File: src/rtl/mem_stage_if.sv
// Bundle of the stage's three handshake channels: EX input, memory port, write-back output.
// master = the memory stage itself; slave = the surrounding pipeline and memory.
// Pure wiring, no latency; every channel is valid/ready.
interface mem_stage_if #(
    parameter int ADDR_W = 64,
    parameter int DATA_W = 64,
    parameter int REG_W  = 4
);
    logic              ex_valid;
    logic              ex_ready;
    logic [1:0]        ex_op;
    logic [REG_W-1:0]  ex_dst_reg;
    logic              ex_wr_en;
    logic [DATA_W-1:0] ex_result;
    logic [DATA_W-1:0] ex_store_data;
    logic [1:0]        ex_size;

    logic              mem_req_valid;
    logic              mem_req_ready;
    logic              mem_req_we;
    logic [ADDR_W-1:0] mem_req_addr;
    logic [DATA_W-1:0] mem_req_wdata;
    logic [1:0]        mem_req_size;
    logic              mem_resp_valid;
    logic [DATA_W-1:0] mem_resp_rdata;

    logic              wb_valid;
    logic              wb_ready;
    logic [REG_W-1:0]  wb_dst_reg;
    logic              wb_wr_en;
    logic [DATA_W-1:0] wb_data;

    modport master (
        input  ex_valid, ex_op, ex_dst_reg, ex_wr_en, ex_result, ex_store_data, ex_size,
        output ex_ready,
        output mem_req_valid, mem_req_we, mem_req_addr, mem_req_wdata, mem_req_size,
        input  mem_req_ready, mem_resp_valid, mem_resp_rdata,
        output wb_valid, wb_dst_reg, wb_wr_en, wb_data,
        input  wb_ready
    );

    modport slave (
        output ex_valid, ex_op, ex_dst_reg, ex_wr_en, ex_result, ex_store_data, ex_size,
        input  ex_ready,
        input  mem_req_valid, mem_req_we, mem_req_addr, mem_req_wdata, mem_req_size,
        output mem_req_ready, mem_resp_valid, mem_resp_rdata,
        input  wb_valid, wb_dst_reg, wb_wr_en, wb_data,
        output wb_ready
    );
endinterface

File: src/rtl/mem_stage.sv
// Memory-access stage: ALU pass-through, load or store, one bundle resident, result to write-back.
// Latency: ALU/NOP 1 cycle; store 2 cycles with ready memory; load = response cycle + 1.
// Backpressure: ex_ready low while busy; wb held stable until wb_ready; optional stall counter (MEM_STALL_CNT_EN).
module mem_stage #(
    parameter int ADDR_W = 64,
    parameter int DATA_W = 64,
    parameter int REG_W  = 4
) (
    input  logic         clk,
    input  logic         reset_n,
    mem_stage_if.master  bus,
    output logic [31:0]  stall_cycles
);
    typedef enum logic [1:0] {IDLE, ISSUE, WAIT, DONE} state_t;

    localparam logic [1:0] OP_ALU   = 2'd0;
    localparam logic [1:0] OP_LOAD  = 2'd1;
    localparam logic [1:0] OP_STORE = 2'd2;

    state_t            state, state_nxt;
    logic              is_store_q;
    logic [REG_W-1:0]  dst_q;
    logic              wr_en_q;
    logic [ADDR_W-1:0] addr_q;
    logic [DATA_W-1:0] wdata_q;
    logic [DATA_W-1:0] data_q;
    logic [1:0]        size_q;

    logic ex_ready_c;
    logic accept;
    logic is_mem_op;
    logic resp_hit;

    // Keep only the low 1/2/4/8 bytes; upper bits zero.
    function automatic logic [DATA_W-1:0] size_mask(input logic [DATA_W-1:0] v, input logic [1:0] sz);
        case (sz)
            2'd0:    return {{(DATA_W-8){1'b0}},  v[7:0]};
            2'd1:    return {{(DATA_W-16){1'b0}}, v[15:0]};
            2'd2:    return {{(DATA_W-32){1'b0}}, v[31:0]};
            default: return v;
        endcase
    endfunction

    assign ex_ready_c = (state == IDLE) || ((state == DONE) && bus.wb_ready);
    assign accept     = bus.ex_valid && ex_ready_c;
    assign is_mem_op  = (bus.ex_op == OP_LOAD) || (bus.ex_op == OP_STORE);
    // Responses outside WAIT (stray, or left over from before a reset) are dropped.
    assign resp_hit   = (state == WAIT) && bus.mem_resp_valid;

    // State register.
    always_ff @(posedge clk or negedge reset_n) begin
        if (!reset_n) state <= IDLE;
        else          state <= state_nxt;
    end

    // Next state; DONE may hand straight over to a new bundle without an IDLE bubble.
    always_comb begin
        state_nxt = state;
        case (state)
            IDLE, DONE: begin
                if (state == DONE && bus.wb_ready) state_nxt = IDLE;
                if (accept) state_nxt = is_mem_op ? ISSUE : DONE;
            end
            ISSUE: if (bus.mem_req_ready) state_nxt = is_store_q ? DONE : WAIT;
            WAIT:  if (bus.mem_resp_valid) state_nxt = DONE;
            default: state_nxt = IDLE;
        endcase
    end

    // Bundle capture on accept; load data captured on the response.
    always_ff @(posedge clk or negedge reset_n) begin
        if (!reset_n) begin
            is_store_q <= 1'b0;
            dst_q      <= '0;
            wr_en_q    <= 1'b0;
            addr_q     <= '0;
            wdata_q    <= '0;
            data_q     <= '0;
            size_q     <= '0;
        end else if (accept) begin
            is_store_q <= (bus.ex_op == OP_STORE);
            dst_q      <= bus.ex_dst_reg;
            // Stores retire as a write-back token and NOPs never write.
            wr_en_q    <= bus.ex_wr_en && ((bus.ex_op == OP_ALU) || (bus.ex_op == OP_LOAD));
            addr_q     <= bus.ex_result[ADDR_W-1:0];
            wdata_q    <= size_mask(bus.ex_store_data, bus.ex_size);
            data_q     <= is_mem_op ? '0 : bus.ex_result;
            size_q     <= bus.ex_size;
        end else if (resp_hit) begin
            data_q     <= size_mask(bus.mem_resp_rdata, size_q);
        end
    end

    // Outputs are qualified by state so idle buses read as zero.
    always_comb begin
        bus.ex_ready      = ex_ready_c;
        bus.mem_req_valid = (state == ISSUE);
        bus.mem_req_we    = 1'b0;
        bus.mem_req_addr  = '0;
        bus.mem_req_wdata = '0;
        bus.mem_req_size  = '0;
        bus.wb_valid      = (state == DONE);
        bus.wb_dst_reg    = '0;
        bus.wb_wr_en      = 1'b0;
        bus.wb_data       = '0;
        if (state == ISSUE) begin
            bus.mem_req_we    = is_store_q;
            bus.mem_req_addr  = addr_q;
            bus.mem_req_wdata = wdata_q;
            bus.mem_req_size  = size_q;
        end
        if (state == DONE) begin
            bus.wb_dst_reg = dst_q;
            bus.wb_wr_en   = wr_en_q;
            bus.wb_data    = data_q;
        end
    end

`ifdef MEM_STALL_CNT_EN
    logic [31:0] stall_q;

    // Count cycles spent waiting on memory, saturating at all-ones.
    always_ff @(posedge clk or negedge reset_n) begin
        if (!reset_n) begin
            stall_q <= '0;
        end else if (((state == ISSUE) && !bus.mem_req_ready) ||
                     ((state == WAIT) && !bus.mem_resp_valid)) begin
            if (stall_q != 32'hFFFF_FFFF) stall_q <= stall_q + 32'd1;
        end
    end

    assign stall_cycles = stall_q;
`else
    assign stall_cycles = 32'd0;
`endif
endmodule
File: src/flat_wrapper.sv
// flat-port wrapper written by rule: the top's interface ports become plain ports
module mem_stage_flat 
#(
    parameter int ADDR_W = 64,
    parameter int DATA_W = 64,
    parameter int REG_W  = 4
)
  (clk, reset_n, stall_cycles, bus_ex_valid, bus_ex_op, bus_ex_dst_reg, bus_ex_wr_en, bus_ex_result, bus_ex_store_data, bus_ex_size, bus_ex_ready, bus_mem_req_valid, bus_mem_req_we, bus_mem_req_addr, bus_mem_req_wdata, bus_mem_req_size, bus_mem_req_ready, bus_mem_resp_valid, bus_mem_resp_rdata, bus_wb_valid, bus_wb_dst_reg, bus_wb_wr_en, bus_wb_data, bus_wb_ready);
  mem_stage_if #(.ADDR_W(ADDR_W), .DATA_W(DATA_W), .REG_W(REG_W)) bus_i ();
  input  logic clk;
  input  logic reset_n;
  output logic [31:0] stall_cycles;
  input wire logic [$bits(bus_i.ex_valid)-1:0] bus_ex_valid;
  input wire logic [$bits(bus_i.ex_op)-1:0] bus_ex_op;
  input wire logic [$bits(bus_i.ex_dst_reg)-1:0] bus_ex_dst_reg;
  input wire logic [$bits(bus_i.ex_wr_en)-1:0] bus_ex_wr_en;
  input wire logic [$bits(bus_i.ex_result)-1:0] bus_ex_result;
  input wire logic [$bits(bus_i.ex_store_data)-1:0] bus_ex_store_data;
  input wire logic [$bits(bus_i.ex_size)-1:0] bus_ex_size;
  output wire logic [$bits(bus_i.ex_ready)-1:0] bus_ex_ready;
  output wire logic [$bits(bus_i.mem_req_valid)-1:0] bus_mem_req_valid;
  output wire logic [$bits(bus_i.mem_req_we)-1:0] bus_mem_req_we;
  output wire logic [$bits(bus_i.mem_req_addr)-1:0] bus_mem_req_addr;
  output wire logic [$bits(bus_i.mem_req_wdata)-1:0] bus_mem_req_wdata;
  output wire logic [$bits(bus_i.mem_req_size)-1:0] bus_mem_req_size;
  input wire logic [$bits(bus_i.mem_req_ready)-1:0] bus_mem_req_ready;
  input wire logic [$bits(bus_i.mem_resp_valid)-1:0] bus_mem_resp_valid;
  input wire logic [$bits(bus_i.mem_resp_rdata)-1:0] bus_mem_resp_rdata;
  output wire logic [$bits(bus_i.wb_valid)-1:0] bus_wb_valid;
  output wire logic [$bits(bus_i.wb_dst_reg)-1:0] bus_wb_dst_reg;
  output wire logic [$bits(bus_i.wb_wr_en)-1:0] bus_wb_wr_en;
  output wire logic [$bits(bus_i.wb_data)-1:0] bus_wb_data;
  input wire logic [$bits(bus_i.wb_ready)-1:0] bus_wb_ready;
  assign bus_i.ex_valid = bus_ex_valid;
  assign bus_i.ex_op = bus_ex_op;
  assign bus_i.ex_dst_reg = bus_ex_dst_reg;
  assign bus_i.ex_wr_en = bus_ex_wr_en;
  assign bus_i.ex_result = bus_ex_result;
  assign bus_i.ex_store_data = bus_ex_store_data;
  assign bus_i.ex_size = bus_ex_size;
  assign bus_ex_ready = bus_i.ex_ready;
  assign bus_mem_req_valid = bus_i.mem_req_valid;
  assign bus_mem_req_we = bus_i.mem_req_we;
  assign bus_mem_req_addr = bus_i.mem_req_addr;
  assign bus_mem_req_wdata = bus_i.mem_req_wdata;
  assign bus_mem_req_size = bus_i.mem_req_size;
  assign bus_i.mem_req_ready = bus_mem_req_ready;
  assign bus_i.mem_resp_valid = bus_mem_resp_valid;
  assign bus_i.mem_resp_rdata = bus_mem_resp_rdata;
  assign bus_wb_valid = bus_i.wb_valid;
  assign bus_wb_dst_reg = bus_i.wb_dst_reg;
  assign bus_wb_wr_en = bus_i.wb_wr_en;
  assign bus_wb_data = bus_i.wb_data;
  assign bus_i.wb_ready = bus_wb_ready;
  mem_stage #(.ADDR_W(ADDR_W), .DATA_W(DATA_W), .REG_W(REG_W)) u_core (.clk(clk), .reset_n(reset_n), .bus(bus_i), .stall_cycles(stall_cycles));
endmodule
File: config.mk
export PLATFORM = sky130hd
export DESIGN_NAME = mem_stage_flat
export DESIGN_NICKNAME = d
export VERILOG_FILES = /design/src/rtl/mem_stage_if.sv /design/src/rtl/mem_stage.sv /design/src/flat_wrapper.sv
export SDC_FILE = /design/constraint.sdc
export NUM_CORES = 1
export LEC_CHECK = 0
export BUFFER_PORTS_ARGS = -buffer_cell sky130_fd_sc_hd__buf_2
export CAP_MARGIN = 40
export CORE_AREA = 2 2 170 172
export CTS_CLUSTER_DIAMETER = 40
export DETAILED_ROUTE_END_ITERATION = 8
export DIE_AREA = 0 0 172 174
export GPL_TIMING_DRIVEN = 0
export PLACE_DENSITY = 0.69
export SLEW_MARGIN = 20
export SYNTH_ARGS = -nofsm -noshare
export SYNTH_HDL_FRONTEND = slang
export SYNTH_SLANG_ARGS = --single-unit
File: constraint.sdc
create_clock -name clk -period 1.8 [get_ports clk]
set_input_delay 0.45 -clock clk [delete_from_list [all_inputs] [get_ports clk]]
set_output_delay 0.45 -clock clk [all_outputs]
set_load 0.005 [all_outputs]
==> metrics.log <==
[metrics] result of the run: complete, but fails checks
[metrics] violated checks: setup timing
[metrics] capture instance of the worst register-to-register path: u_core.addr_q[57]
[metrics] final setup violating endpoints: between 300 and 400
[metrics] clock tree root buffer cell: sky130_fd_sc_hd__clkbuf_16
[metrics] final standard cell area without fillers: roughly 17,000 sq um
[metrics] maximum fanout along the worst path: 10
[metrics] estimated wirelength of the detail-placed design: 27.6 mm
[metrics] CP Capture Point: bus_mem_req_wdata[13]
[metrics] # DRC: 0
[metrics] fin nets: between 1.5k and 2k
[metrics] FF-to-FF path depth: 8
[metrics] growth of design area from synthesis to finish: 54.2%
[metrics] class of the tightest hold or removal check: in2reg
[metrics] share of the yosys chip area belonging to registers: 0.467
[metrics] buffers and inverters on the worst path: 4
[metrics] via count of the routed design: 9,792
[metrics] instance count after placement with tap cells included: around 1.8k
[metrics] biggest cell delay along the critical path: 0.42 ns
[metrics] worst path setup slack after routing: -0.547 ns
[metrics] Layout Skew: about 0.010 ns
[metrics] dominant delay contributor by cell family on the critical path: buffers and inverters
[metrics] DR iter-0 viols: 828
[metrics] final weighted congestion in routability-driven placement: 0.824
[metrics] number of ports placed on the die boundary: ~440
[metrics] quantity of I/O buffers inserted on ports: approximately 410
[metrics] CORE AREA: 28,200 sq um
[metrics] Crit. End Element: output port
[metrics] fraction of post-synthesis cell area in the top cell type by area: 0.467
[metrics] class of the most critical setup path: reg2out
[metrics] leakage power of the design: between 8 and 9 nW
[metrics] Die Outline Area: ~30,000 sq um
[metrics] Crit path required time: ~1.4 ns
[metrics] filler instances: ~2.4k
[metrics] number of logic stages on the critical path including buffering: 6
[metrics] Pre-Repair DR Iteration Count: 5
[metrics] Critical Path Source: u_core.state[0]
[metrics] synthesized instance count: 984
[metrics] beginning of the worst hold path: bus_ex_dst_reg[3]
[metrics] WP data arrival: 1.90 ns
[metrics] slew at the pin closest to its max-slew limit: between 0.8 and 0.9 ns
[metrics] VDD IR max: between 0.6 and 0.7 mV
[metrics] area of combinational cells with multiple inputs: around 5400 sq um
[metrics] total placed instance area: about 14,000 sq um
[metrics] wire length reported by the detailed router: approximately 39 mm
[metrics] via-per-instance ratio: 5.13
[metrics] initial cell density of the core: 0.383
[metrics] relative max-transition margin: 0.450
[metrics] maximum count of clock buffers along a single path: 3
[metrics] count of pins over their slew limit: 0
[metrics] clock tree from TritonCTS: done
[metrics] TNS Setup: -118.52 ns
[metrics] residual overflow from global routing: 0
[metrics] sink count of the clock tree: around 200
[metrics] maximum clock frequency: 0.426 GHz
[metrics] total routing usage reported by global routing: 0.247
[metrics] Final Instance Count excl. Fillers: between 1.5k and 2k
[metrics] cell-by-cell trace of the critical path: buf_6 > ha_4 > clkbuf_16 > clkbuf_8 > and2_1 > buf_2
[metrics] Worst R2R Setup Slack: -0.22 ns
[metrics] #FFs+latches synth: 202
[metrics] r2r startpoint: u_core.state[0]
[metrics] Antenna Violating Nets Remaining: 0
[metrics] largest net degree at the start of global routing: 91
[metrics] initial antenna violation count: 9
[metrics] width of the die: between 150 and 200 um
[metrics] cell type contributing the most total cell area after synthesis: sky130_fd_sc_hd__dfrtp_1
[metrics] top area cells in the synthesized netlist: sky130_fd_sc_hd__dfrtp_1 (47%), sky130_fd_sc_hd__mux2_4 (14%), sky130_fd_sc_hd__and2_1 (12%)
[metrics] slowest library cell on the worst path: sky130_fd_sc_hd__dfrtp_1
[metrics] Yosys warning total: 0
[metrics] number of global-route vias before repair: 9,924
[metrics] H-tree levels: 2
[metrics] final-report hold violation count: 0
[metrics] final period utilization: 1.30
[metrics] TritonCTS buffer count: 35
[metrics] ratio of cells with drive above 1 in the final layout: 0.541
[metrics] Worst-Skew Late Latency: a little under 0.5 ns
[metrics] die extent in y: roughly 170 um
[metrics] post-route minimum period: ~2.3 ns
[metrics] unrepaired setup endpoints after global routing: yes
[metrics] Placement Rows: slightly above 60
[metrics] post-synthesis instance area: approximately 11,000 sq um
[metrics] Worst Hold Path Cells: 2
[metrics] Cell Pwr Density: 1580 nW/um^2
[metrics] Critical Path Start Type: flip-flop
[metrics] Register Area: between 5000 and 6000 sq um
[metrics] clock transition at the registers of the reported paths: 0.05 ns
[metrics] WL/cell: about 21 um
[metrics] number of distinct library cells after synthesis: 27
[metrics] Avg Synthesized Cell Area: 11.0 sq um
[metrics] max-cap check violation count: 0
[metrics] global-route wire length before repair: roughly 57 mm
[cell usage after synthesis]
| cell | instances |
|---|---|
| sky130_fd_sc_hd__nand2_1 | 20 |
| sky130_fd_sc_hd__a311oi_1 | 1 |
| sky130_fd_sc_hd__mux2_4 | 101 |
| sky130_fd_sc_hd__buf_6 | 15 |
| sky130_fd_sc_hd__and3_1 | 33 |
| sky130_fd_sc_hd__o21ai_0 | 73 |
| sky130_fd_sc_hd__a21oi_1 | 16 |
| sky130_fd_sc_hd__a21o_1 | 1 |
| sky130_fd_sc_hd__buf_4 | 32 |
| sky130_fd_sc_hd__or2_2 | 2 |
| sky130_fd_sc_hd__a221oi_1 | 1 |
| sky130_fd_sc_hd__nor2b_1 | 3 |
| sky130_fd_sc_hd__clkbuf_1 | 74 |
| sky130_fd_sc_hd__inv_1 | 30 |
| sky130_fd_sc_hd__nand4_1 | 72 |
| sky130_fd_sc_hd__a31oi_1 | 1 |
| sky130_fd_sc_hd__and4_1 | 17 |
| sky130_fd_sc_hd__a22oi_1 | 40 |
| sky130_fd_sc_hd__ha_1 | 7 |
| sky130_fd_sc_hd__dfrtp_1 | 202 |
| sky130_fd_sc_hd__buf_1 | 1 |
| sky130_fd_sc_hd__mux2_2 | 10 |
| sky130_fd_sc_hd__o211a_1 | 1 |
| sky130_fd_sc_hd__mux2i_1 | 27 |
| sky130_fd_sc_hd__and2_1 | 201 |
| sky130_fd_sc_hd__buf_2 | 2 |
| sky130_fd_sc_hd__conb_1 | 1 |
[where the power goes]
group	internal [mW]	switching [mW]
sequential	6.66	1.24
combinational	6.51	4.79
clock	4.66	2.42
[metrics by stage]
stage / setup slack [ns] / hold slack, ns / utilization / power, mW
final: -0.547 / 0.189 / 0.591 / 26.3
after global routing: -0.617 / 0.169 / 0.591 / 27.6
after CTS: -0.608 / 0.162 / 0.560 / 25.0
after detailed placement: -0.987 / 0.348 / 0.483 / 16.5
after global placement: -3.29 / 0.483 / 0.480 / 16.2
after floorplan: -0.0624 / 0.154 / - / 13.4
[registers in the layout, summed over array words and instances, names as in the netlist]
name and flops:
u_core.addr_q 64, u_core.size_q 2, u_core.wr_en_q 1, u_core.state 2
u_core.dst_q 4, u_core.is_store_q 1, u_core.data_q 64, u_core.wdata_q 64
[kinds of logic (layout without fill, tap and decap cells)]
family	Yosys count	after routing	synth area share
AND/OR/NAND/NOR	348	348	0.201
flip-flops	202	202	0.467
buffers and inverters	154	658	0.0752
multiplexers	138	138	0.176
AO/OA/AOI/OAI	134	134	0.0728
adder cells (fa/ha/maj)	7	7	0.00810
other	1	37	0.000347
[cells in the final DEF, fill, tap and decap left out, types with 3 or more instances in the layout]
cell type and n:
sky130_fd_sc_hd__a21oi_1 16, sky130_fd_sc_hd__a22oi_1 40, sky130_fd_sc_hd__and2_1 100, sky130_fd_sc_hd__and2_4 101
sky130_fd_sc_hd__and3_1 33, sky130_fd_sc_hd__and4_1 16, sky130_fd_sc_hd__buf_12 17, sky130_fd_sc_hd__buf_2 309
sky130_fd_sc_hd__buf_4 44, sky130_fd_sc_hd__buf_6 107, sky130_fd_sc_hd__buf_8 17, sky130_fd_sc_hd__bufinv_16 5
sky130_fd_sc_hd__clkbuf_1 29, sky130_fd_sc_hd__clkbuf_16 47, sky130_fd_sc_hd__clkbuf_2 14, sky130_fd_sc_hd__clkbuf_4 6
sky130_fd_sc_hd__clkbuf_8 15, sky130_fd_sc_hd__clkinvlp_4 6, sky130_fd_sc_hd__conb_1 32, sky130_fd_sc_hd__dfrtp_1 201
sky130_fd_sc_hd__diode_2 5, sky130_fd_sc_hd__ha_1 3, sky130_fd_sc_hd__ha_4 3, sky130_fd_sc_hd__inv_1 29
sky130_fd_sc_hd__inv_6 5, sky130_fd_sc_hd__mux2_2 10, sky130_fd_sc_hd__mux2_4 101, sky130_fd_sc_hd__mux2i_1 27
sky130_fd_sc_hd__nand2_1 19, sky130_fd_sc_hd__nand4_1 72, sky130_fd_sc_hd__o21ai_0 72
[repair_timing]
item                                   4_1_cts  5_1_grt
endpoints found under the hold margin       31        0
setup endpoints to repair                  401      401
pin swaps                                   39       49
hold buffers                                 1        0
cloned                                       4        7
gates resized for setup                    202      162
buffers inserted                            13        9
[layer usage]
layer | vias up | wire length, um | part of all wire | track usage
li1 | 4397 | - | - | -
met5 | - | 50 | 0.0013 | 0
met2 | 479 | 19300 | 0.49 | 0.423
met3 | 101 | 3150 | 0.080 | 0.0576
met4 | 8 | 1430 | 0.036 | 0.0826
met1 | 4807 | 15400 | 0.39 | 0.306
[worst min-delay path by stage]
| stage | endpoint | slack, ns |
|---|---|---|
| floorplan | u_core.addr_q[0] | 0.15 |
| global placement | u_core.addr_q[35] | 0.48 |
| detailed placement | u_core.data_q[23] | 0.35 |
| CTS | u_core.wdata_q[5] | 0.16 |
| global route | u_core.dst_q[2] | 0.17 |
| finish | u_core.dst_q[3] | 0.19 |
[cell type report]
type | instances | share of cell area
Clock inverter | 19 | 0.0158
Buffer | 120 | 0.0677
Sequential cell | 202 | 0.303
Inverter | 30 | 0.00690
Timing Repair Buffer | 446 | 0.194
Antenna cell | 5 | 0.000750
Tap cell | 384 | 0.0288
Multi-Input combinational cell | 659 | 0.324
Clock buffer | 43 | 0.0593
Power figures use the tool's default switching activity.
